### src/rtl/lpc_arb_pkg.sv
// Shared types and helpers for the LPC register-port arbiter.
package lpc_arb_pkg;

    localparam int ADDR_W_DEF  = 8;
    localparam int DATA_W_DEF  = 8;
    localparam int SLICE_VEC_W = 512;
    localparam int SLICE_MAX_W = 64;

    typedef enum logic [1:0] {
        IDLE = 2'd0,
        WR   = 2'd1,
        RD   = 2'd2,
        ACK  = 2'd3
    } arbState_t;

    // Field idx of a packed vector of equal-width fields, zero-extended.
    function automatic logic [SLICE_MAX_W-1:0] getSlice(
        input logic [SLICE_VEC_W-1:0] vec,
        input int                     idx,
        input int                     width
    );
        logic [SLICE_VEC_W-1:0] shifted;
        logic [SLICE_MAX_W-1:0] result;
        shifted = vec >> (idx * width);
        result  = '0;
        for (int b = 0; b < SLICE_MAX_W; b++) begin
            if (b < width) result[b] = shifted[b];
        end
        return result;
    endfunction

endpackage

### src/rtl/lpc_rr_pick.sv
// Combinational round-robin picker: lowest requesting index at or after ptr, wrapping.
module lpc_rr_pick #(
    parameter int NUM_REQ = 2,
    parameter int IDX_W   = (NUM_REQ > 1) ? $clog2(NUM_REQ) : 1
) (
    input  logic [NUM_REQ-1:0] reqVec,
    input  logic [IDX_W-1:0]   ptr,
    output logic [IDX_W-1:0]   grantIdx,
    output logic               grantValid
);

    logic [2*NUM_REQ-1:0] doubled;
    logic [2*NUM_REQ-1:0] rotated;
    int                   idxSum;

    // Scan from the far end so the nearest requester after ptr is the last one written.
    always_comb begin
        doubled    = {reqVec, reqVec};
        rotated    = doubled >> ptr;
        grantIdx   = '0;
        grantValid = 1'b0;
        idxSum     = 0;
        for (int k = NUM_REQ - 1; k >= 0; k--) begin
            if (rotated[k]) begin
                idxSum = int'(ptr) + k;
                if (idxSum >= NUM_REQ) idxSum = idxSum - NUM_REQ;
                grantIdx   = IDX_W'(idxSum);
                grantValid = 1'b1;
            end
        end
    end

endmodule

### src/rtl/lpc_reg_arbiter.sv
// Shares the LPC register-bank port between host writes (absolute priority)
// and NUM_REQ internal requesters served round-robin over valid/ack.
//
// state | meaning
// IDLE  | no internal access; arbitrate on ReqValid
// WR    | drive latched internal write unless a host write claims the port
// RD    | hold read address, wait RD_WAIT+1 cycles, then capture RegDataRd
// ACK   | ReqAck pulse to the granted requester, advance pointer
module lpc_reg_arbiter
    import lpc_arb_pkg::*;
#(
    parameter int NUM_REQ = 2,
    parameter int ADDR_W  = ADDR_W_DEF,
    parameter int DATA_W  = DATA_W_DEF,
    parameter int RD_WAIT = 1
) (
    input  logic                        LpcClock,
    input  logic                        PciReset,
    input  logic                        HostWr,
    input  logic [ADDR_W-1:0]           HostAddr,
    input  logic [DATA_W-1:0]           HostData,
    input  logic [NUM_REQ-1:0]          ReqValid,
    input  logic [NUM_REQ-1:0]          ReqWrite,
    input  logic [NUM_REQ*ADDR_W-1:0]   ReqAddr,
    input  logic [NUM_REQ*DATA_W-1:0]   ReqData,
    output logic [NUM_REQ-1:0]          ReqAck,
    output logic [DATA_W-1:0]           RspData,
    input  logic [DATA_W-1:0]           RegDataRd,
    output logic                        RegWr,
    output logic [ADDR_W-1:0]           RegAddr,
    output logic [DATA_W-1:0]           RegDataWr,
    output logic                        Busy,
    output logic                        HostPreempt
);

    localparam int             IDX_W   = (NUM_REQ > 1) ? $clog2(NUM_REQ) : 1;
    localparam int             CNT_W   = 4;
    localparam logic [CNT_W-1:0] RD_LOAD = CNT_W'(RD_WAIT + 1);
    localparam logic [IDX_W-1:0] LAST_IDX = IDX_W'(NUM_REQ - 1);

    arbState_t         state;
    arbState_t         nextState;
    logic [IDX_W-1:0]  ptr;
    logic [IDX_W-1:0]  grantIdx;
    logic [IDX_W-1:0]  pickIdx;
    logic              pickValid;
    logic [ADDR_W-1:0] latAddr;
    logic [DATA_W-1:0] latData;
    logic [CNT_W-1:0]  waitCnt;

    lpc_rr_pick #(
        .NUM_REQ (NUM_REQ),
        .IDX_W   (IDX_W)
    ) uPick (
        .reqVec     (ReqValid),
        .ptr        (ptr),
        .grantIdx   (pickIdx),
        .grantValid (pickValid)
    );

    // The state itself carries the latched direction (WR vs RD).
    always_comb begin
        nextState = state;
        unique case (state)
            IDLE:    if (pickValid) nextState = ReqWrite[pickIdx] ? WR : RD;
            WR:      if (!HostWr) nextState = ACK;
            RD:      if (!HostWr && waitCnt == '0) nextState = ACK;
            ACK:     nextState = IDLE;
            default: nextState = IDLE;
        endcase
    end

    always_ff @(posedge LpcClock or posedge PciReset) begin
        if (PciReset) begin
            state       <= IDLE;
            ptr         <= '0;
            grantIdx    <= '0;
            latAddr     <= '0;
            latData     <= '0;
            waitCnt     <= '0;
            ReqAck      <= '0;
            RspData     <= '0;
            RegWr       <= 1'b0;
            RegAddr     <= '0;
            RegDataWr   <= '0;
            Busy        <= 1'b0;
            HostPreempt <= 1'b0;
        end else begin
            state       <= nextState;
            Busy        <= (nextState != IDLE);
            RegWr       <= 1'b0;
            ReqAck      <= '0;
            HostPreempt <= 1'b0;

            case (state)
                IDLE: begin
                    if (pickValid) begin
                        grantIdx <= pickIdx;
                        latAddr  <= ADDR_W'(getSlice(SLICE_VEC_W'(ReqAddr), int'(pickIdx), ADDR_W));
                        latData  <= DATA_W'(getSlice(SLICE_VEC_W'(ReqData), int'(pickIdx), DATA_W));
                        waitCnt  <= RD_LOAD;
                    end
                end
                WR: begin
                    if (HostWr) begin
                        HostPreempt <= 1'b1;
                    end else begin
                        RegWr     <= 1'b1;
                        RegAddr   <= latAddr;
                        RegDataWr <= latData;
                        ReqAck    <= NUM_REQ'(1) << grantIdx;
                    end
                end
                RD: begin
                    // The count only runs while the read address is on the port.
                    if (HostWr) begin
                        HostPreempt <= 1'b1;
                        waitCnt     <= RD_LOAD;
                    end else begin
                        RegAddr <= latAddr;
                        if (waitCnt == '0) begin
                            RspData <= RegDataRd;
                            ReqAck  <= NUM_REQ'(1) << grantIdx;
                        end else begin
                            waitCnt <= waitCnt - CNT_W'(1);
                        end
                    end
                end
                ACK: begin
                    ptr <= (grantIdx == LAST_IDX) ? '0 : grantIdx + IDX_W'(1);
                end
                default: ;
            endcase

            // Host write wins the output register regardless of FSM state.
            if (HostWr) begin
                RegWr     <= 1'b1;
                RegAddr   <= HostAddr;
                RegDataWr <= HostData;
            end
        end
    end

endmodule
### config.mk
export PLATFORM = sky130hd
export DESIGN_NAME = lpc_reg_arbiter
export DESIGN_NICKNAME = d
export VERILOG_FILES = /design/src/rtl/lpc_arb_pkg.sv /design/src/rtl/lpc_rr_pick.sv /design/src/rtl/lpc_reg_arbiter.sv
export SDC_FILE = /design/constraint.sdc
export NUM_CORES = 1
export LEC_CHECK = 0
export ABC_CLOCK_PERIOD_IN_PS = 2500
export BUFFER_PORTS_ARGS = -buffer_cell sky130_fd_sc_hd__buf_2
export CORE_UTILIZATION = 38
export DETAILED_ROUTE_END_ITERATION = 10
export GPL_ROUTABILITY_DRIVEN = 1
export HOLD_SLACK_MARGIN = 0.12
export PLACE_DENSITY_LB_ADDON = 0.15
export SLEW_MARGIN = 20
export SYNTH_ARGS = -nofsm -noshare
export SYNTH_HDL_FRONTEND = slang
export SYNTH_SLANG_ARGS = --single-unit
### constraint.sdc
create_clock -name LpcClock -period 2.5 [get_ports LpcClock]
set_input_delay 0.125 -clock LpcClock [delete_from_list [all_inputs] [get_ports LpcClock]]
set_output_delay 0.125 -clock LpcClock [all_outputs]
set_load 0.02 [all_outputs]
# Word level (Yosys, flattened, before mapping)
# Cells that the tools add are included.
[classes] shift=4 reduce_logical=12 n_lt_le_gt_ge=3 add_sub_neg=5 eq_ne=5 muxes=30 bitwise_logic=1
[ops] cell="2-to-1 mux 8 bit" count=4
[ops] cell="right shift 16 x 4 -> 8 bit" count=2
[ops] cell="2-to-1 mux 2 bit" count=7
[ops] cell="2-to-1 mux 1 bit" count=13
[ops] cell="2-to-1 mux 4 bit" count=3
[ops] cell="case mux 2 bit (4 select lines)" count=1
[ops] cell="case mux 4 bit (2 select lines)" count=1
[ops] cell="nonzero test 2 bit" count=4
[ops] cell="AND reduction 3 bit" count=2
[ops] cell="equality test 2 bit (second input constant)" count=2
[ops] cell="logical NOT 4 bit" count=1
[ops] cell="case mux 2 bit (2 select lines)" count=1
[ops] cell="right shift 4 x 1 -> 2 bit" count=1
[ops] cell="subtractor 4 x 1 -> 4 bit (second input constant)" count=1
[ops] cell="!= test 3 bit (second input constant)" count=1
[ops] cell="adder 1 x 1 -> 2 bit (second input constant)" count=1
[ops] cell="equality test 2 x 1 -> 1 bit (second input constant)" count=1
[ops] cell="greater-or-equal comparator 1 x 2 -> 1 bit (second input constant)" count=1
[ops] cell="greater-or-equal comparator 2 bit (second input constant)" count=1
[ops] cell="logical NOT 2 bit" count=1
[ops] cell="less-than comparator 1 x 2 -> 1 bit (second input constant)" count=1
[ops] cell="!= test 2 bit (second input constant)" count=1
[ops] cell="AND reduction 2 bit" count=1
[ops] cell="OR reduction 2 bit" count=1
[ops] cell="other kinds (6)" count=7
[word_totals] register_bits=53 output_inout_bits=29 in_bits=63

# Logic depth before layout (Yosys ltp)
[depth] depth_word=11 mapped_depth=6

# By module
# From an unflattened synthesis, not the netlist that was laid out.
[unflattened] cells_unflattened=224 area_unflattened_um2=2498.6
[modules_own_cells] module="lpc_reg_arbiter" n_inst=1 area_each_um2=2481.1 cells_each=221
[modules_own_cells] module="lpc_rr_pick" n_inst=1 area_each_um2=17.5 cells_each=3

# Worst setup path before layout
# No wires, ideal clock.
[synth_timing] path_kind="register to register" startpoint="register state[0]" endpoint="register RspData[0]" path_stages_with_launch=6 arrival_time_ps=1547 path_buffers=0 period_less_slack_ps=1672 setup_ps=125 slack_ps=828 cell_sequence="dfrtp_1 inv_1 ha_1 nand2b_2 nor3_4 mux2_2"
[synth_via] elab_chain_cells=2
[synth_lines] element="start: declaration" line="lpc_reg_arbiter.sv:41" source="arbState_t state;"
[synth_lines] element="start signal: assignment" line="lpc_reg_arbiter.sv:89" source="state <= nextState;"
[synth_lines] element="equality test 2 bit" line="lpc_reg_arbiter.sv:95" source="case (state)"
[synth_lines] element="AND reduction 3 bit (no source line)"
[synth_lines] element="end signal: assignment" line="lpc_reg_arbiter.sv:122" source="RspData <= RegDataRd;"
[synth_lines] element="end: declaration" line="lpc_reg_arbiter.sv:27" source="output logic [DATA_W-1:0] RspData,"
# Every way passes these cells.
# A chain may end at the register's enable or synchronous reset.

# Worst setup path in the final report
[layout_timing] startpoint="register state[0]" endpoint="register RspData[3]"
# Same word-level chain as after synthesis.

==> summary.txt <==
Timing
  • Hold WS: 119 ps
  • RSZ-0062 raised after global routing: no
  • Final Cycle Share: 75.5%
  • Setup TNS: 0 ps
  • Final Hold Fails: 0
  • PnR worst setup slack: 612 ps
  • Final min period: 1890 ps
  • Worst slew pin tran: 671 ps
  • Clk_skew: 13.8 ps
  • Final setup viols: 0
  • Max_slew headroom: 55.3%
  • Maximum clock frequency: 530 MHz
  • Final Max Slew Viols: 0

Clock network
  • Maximum root-to-sink buffer count: 2
  • Post_cts resized: 0
  • Total CTS buffers: 5
  • H-tree depth: 2
  • Clock transition at path regs: 100 ps
  • Root Buffer Master: clkbuf_8
  • Worst skew pair latency: 310 ps
  • Sinks on the clock net: 53
  • TritonCTS clock tree: yes

Drt
  • DRC: 0
  • Pre-Repair DR Iteration Count: 4
  • Antenna viol nets, final: 0
  • DR WL/cell: 13.3 µm
  • Vias/cell: 4.78
  • Iter 0 DRT Violations: 114
  • Final wirelength: 5750 µm
  • Vias: 2,061

Yosys
  • Synth area leaders: dfrtp_1 (53%), mux2i_1 (13%), o21ai_0 (7.2%), nand2_1 (5.4%), mux2_2 (4.0%)
  • Synth unique cells: 34
  • Post-synth top cells: dfrtp_1 (53), nand2_1 (36), o21ai_0 (36), mux2i_1 (33), inv_1 (10)
  • Yosys warns: 0
  • Most frequent cell after synthesis: dfrtp_1
  • Synth Cell Area: 2500 µm²
  • Area leader, netlist: dfrtp_1
  • Register area share after synthesis: 53.0%
  • Top cell type's share of synthesized area: 53.0%
  • Synth Instances: 229
  • Syn nets: 298
  • #FFs+latches synth: 53
  • Post-synth EDFFs: 0
  • Post-Syn Area per Cell: 10.9 µm²
  • Fraction of registers with async set/reset: 100%
  • Top FF cell, synth: dfrtp_1

Power and ir drop
  • Pwr dens: 1000 nW/µm²
  • Max VDD drop: 434 µV
  • Leak: 1.77 nW
  • Power Total: 3.49 mW

Place
  • Placement Setup Slack: 609 ps
  • Port-buffer cells: 91
  • Dpl cell area: 3020 µm²
  • Placed cells: 389
  • DP HPWL: 3850 µm
  • RD Place Congestion: 0.731

Global route
  • First-pass GRT wire length: 9760 µm
  • Largest net degree at the start of global routing: 54
  • Vias in the first global route: 2,125
  • Overall routing resource usage: 17.6%
  • Initial antenna violation count: 0
  • Gr ovfl total: 0

Layout
  • Antenna Cells: 0
  • Final core utilization: 54.8%
  • Multi-input logic area: 1080 µm²
  • Fin cells: 431
  • Fin area: 3480 µm²
  • Nets@finish: 422
  • Layout fillers: 554
  • Reg area: 1330 µm²
  • Proportion of layout cells with a drive suffix above 1: 34.2%
  • P&R area growth vs syn: 38.9%

Worst setup path
  • Worst r2r path cells: 5
  • Crit Path Class: register to register
  • Critical Path RT: 2690 ps
  • Worst path top cell family by delay: simple AND/OR/NAND/NOR gates
  • Buf/Inv on CP: 1
  • Max incr delay on CP: 440 ps
  • CP arrival: 2080 ps
  • CP Capture Type: register
  • Crit-path max FO: 9
  • Worst-path cell chain: inv_1, ha_1, nand2b_2, nor3_4, mux2_2
  • CP Launch Type: register
  • Slowest-stage cell, CP: dfrtp_1
  • Crit path depth: 5

Job
  • Total of max-cap violations: 0

Worst hold path
  • WHS Path Cells: 3
  • Worst hold-check path type: input pin to register

Outcome
  • Status: completed

Die
  • Core Region: 6350 µm²
  • Die area: 6920 µm²
  • Die Ht: 83.2 µm
  • Die width: 83.2 µm
  • Row Count: 29
  • Initial core utilization: 39.4%
  • IO Pins: 92
==> power by group <==
part           leakage [nW]  internal, mW  switching (mW)
clock network        0.0574         0.326           0.278
logic                  1.05         0.657           0.856
registers             0.660          1.19           0.184
==> kinds of logic after synthesis <==
kind of cell / after synthesis / synth area share, %
DFF: 53 / 53.0
buffers and inverters: 21 / 3.90
muxes: 42 / 17.2
AOI/OAI and AO/OA: 52 / 12.3
and+or+nand+nor: 55 / 10.6
adders and majority gates: 6 / 3.00
==> layout make-up <==
class / instances / area share (%)
sequential: 53 / 38.1
multi-input combinational: 155 / 31.0
timing repair buffer: 128 / 23.5
tap: 77 / 2.77
clock buffer: 6 / 2.37
clock inverter: 2 / 1.08
inverter: 10 / 1.08
==> what timing repair did <==
item | CTS | global route
setup endpoints to repair | 0 | 0
setup buffers | 0 | 0
endpoints found under the hold margin | 83 | 0
hold buffers | 34 | 0
==> routing by layer <==
layer / track usage [%] / up-vias / part of all wire [%]
li1: - / 1040 / -
met1: 22.1 / 959 / 47
met2: 29.5 / 57 / 47
met3: 4.77 / 5 / 4.7
met4: 5.17 / 0 / 0.94
met5: 0 / - / 0
==> tightest hold or removal path: stages <==
cell	delay (ps)
buf_2	70
mux2i_1	50
o21ai_0	130
==> cell usage in the layout, fill, tap and decap left out, types with 2 or more instances in the layout <==
| master | Yosys | final |
|---|---|---|
| buf_2 | 3 | 91 |
| dfrtp_1 | 53 | 53 |
| nand2_1 | 36 | 36 |
| o21ai_0 | 36 | 36 |
| dlygate4sd3_1 | 0 | 34 |
| mux2i_1 | 33 | 33 |
| mux2_2 | 9 | 9 |
| inv_1 | 10 | 9 |
| ha_1 | 6 | 6 |
| clkbuf_8 | 0 | 6 |
| a21oi_1 | 4 | 4 |
| nor2b_1 | 3 | 3 |
| nor2_1 | 3 | 3 |
| buf_4 | 0 | 3 |
| nand2b_1 | 2 | 2 |
| o21ai_2 | 2 | 2 |
| or2_2 | 2 | 2 |
| and2_1 | 2 | 2 |
==> flip-flops by register name, indices dropped and copies added, names as in the netlist, 2 cells and up <==
register	flops
RegAddr	8
RegDataWr	8
RspData	8
latAddr	8
latData	8
waitCnt	4
ReqAck	2
state	2
==> worst paths after layout <==
| check | slack [ps] | to | from |
|---|---|---|---|
| worst max-delay path | 610 | RspData[3]$_DFFE_PP0P_ | state[0]$_DFF_PP0_ |
| max in group asynchronous | 1500 | latData[7]$_DFFE_PP0P_ | PciReset |
| min in group asynchronous | 540 | RspData[0]$_DFFE_PP0P_ | PciReset |
| worst min register to register | 460 | ReqAck[0]$_DFF_PP0_ | grantIdx$_DFFE_PP0P_ |
| worst max register to register | 610 | RspData[3]$_DFFE_PP0P_ | state[0]$_DFF_PP0_ |
| worst min-delay path | 120 | latData[4]$_DFFE_PP0P_ | ReqData[4] |
(Power assumes the default switching activity.)
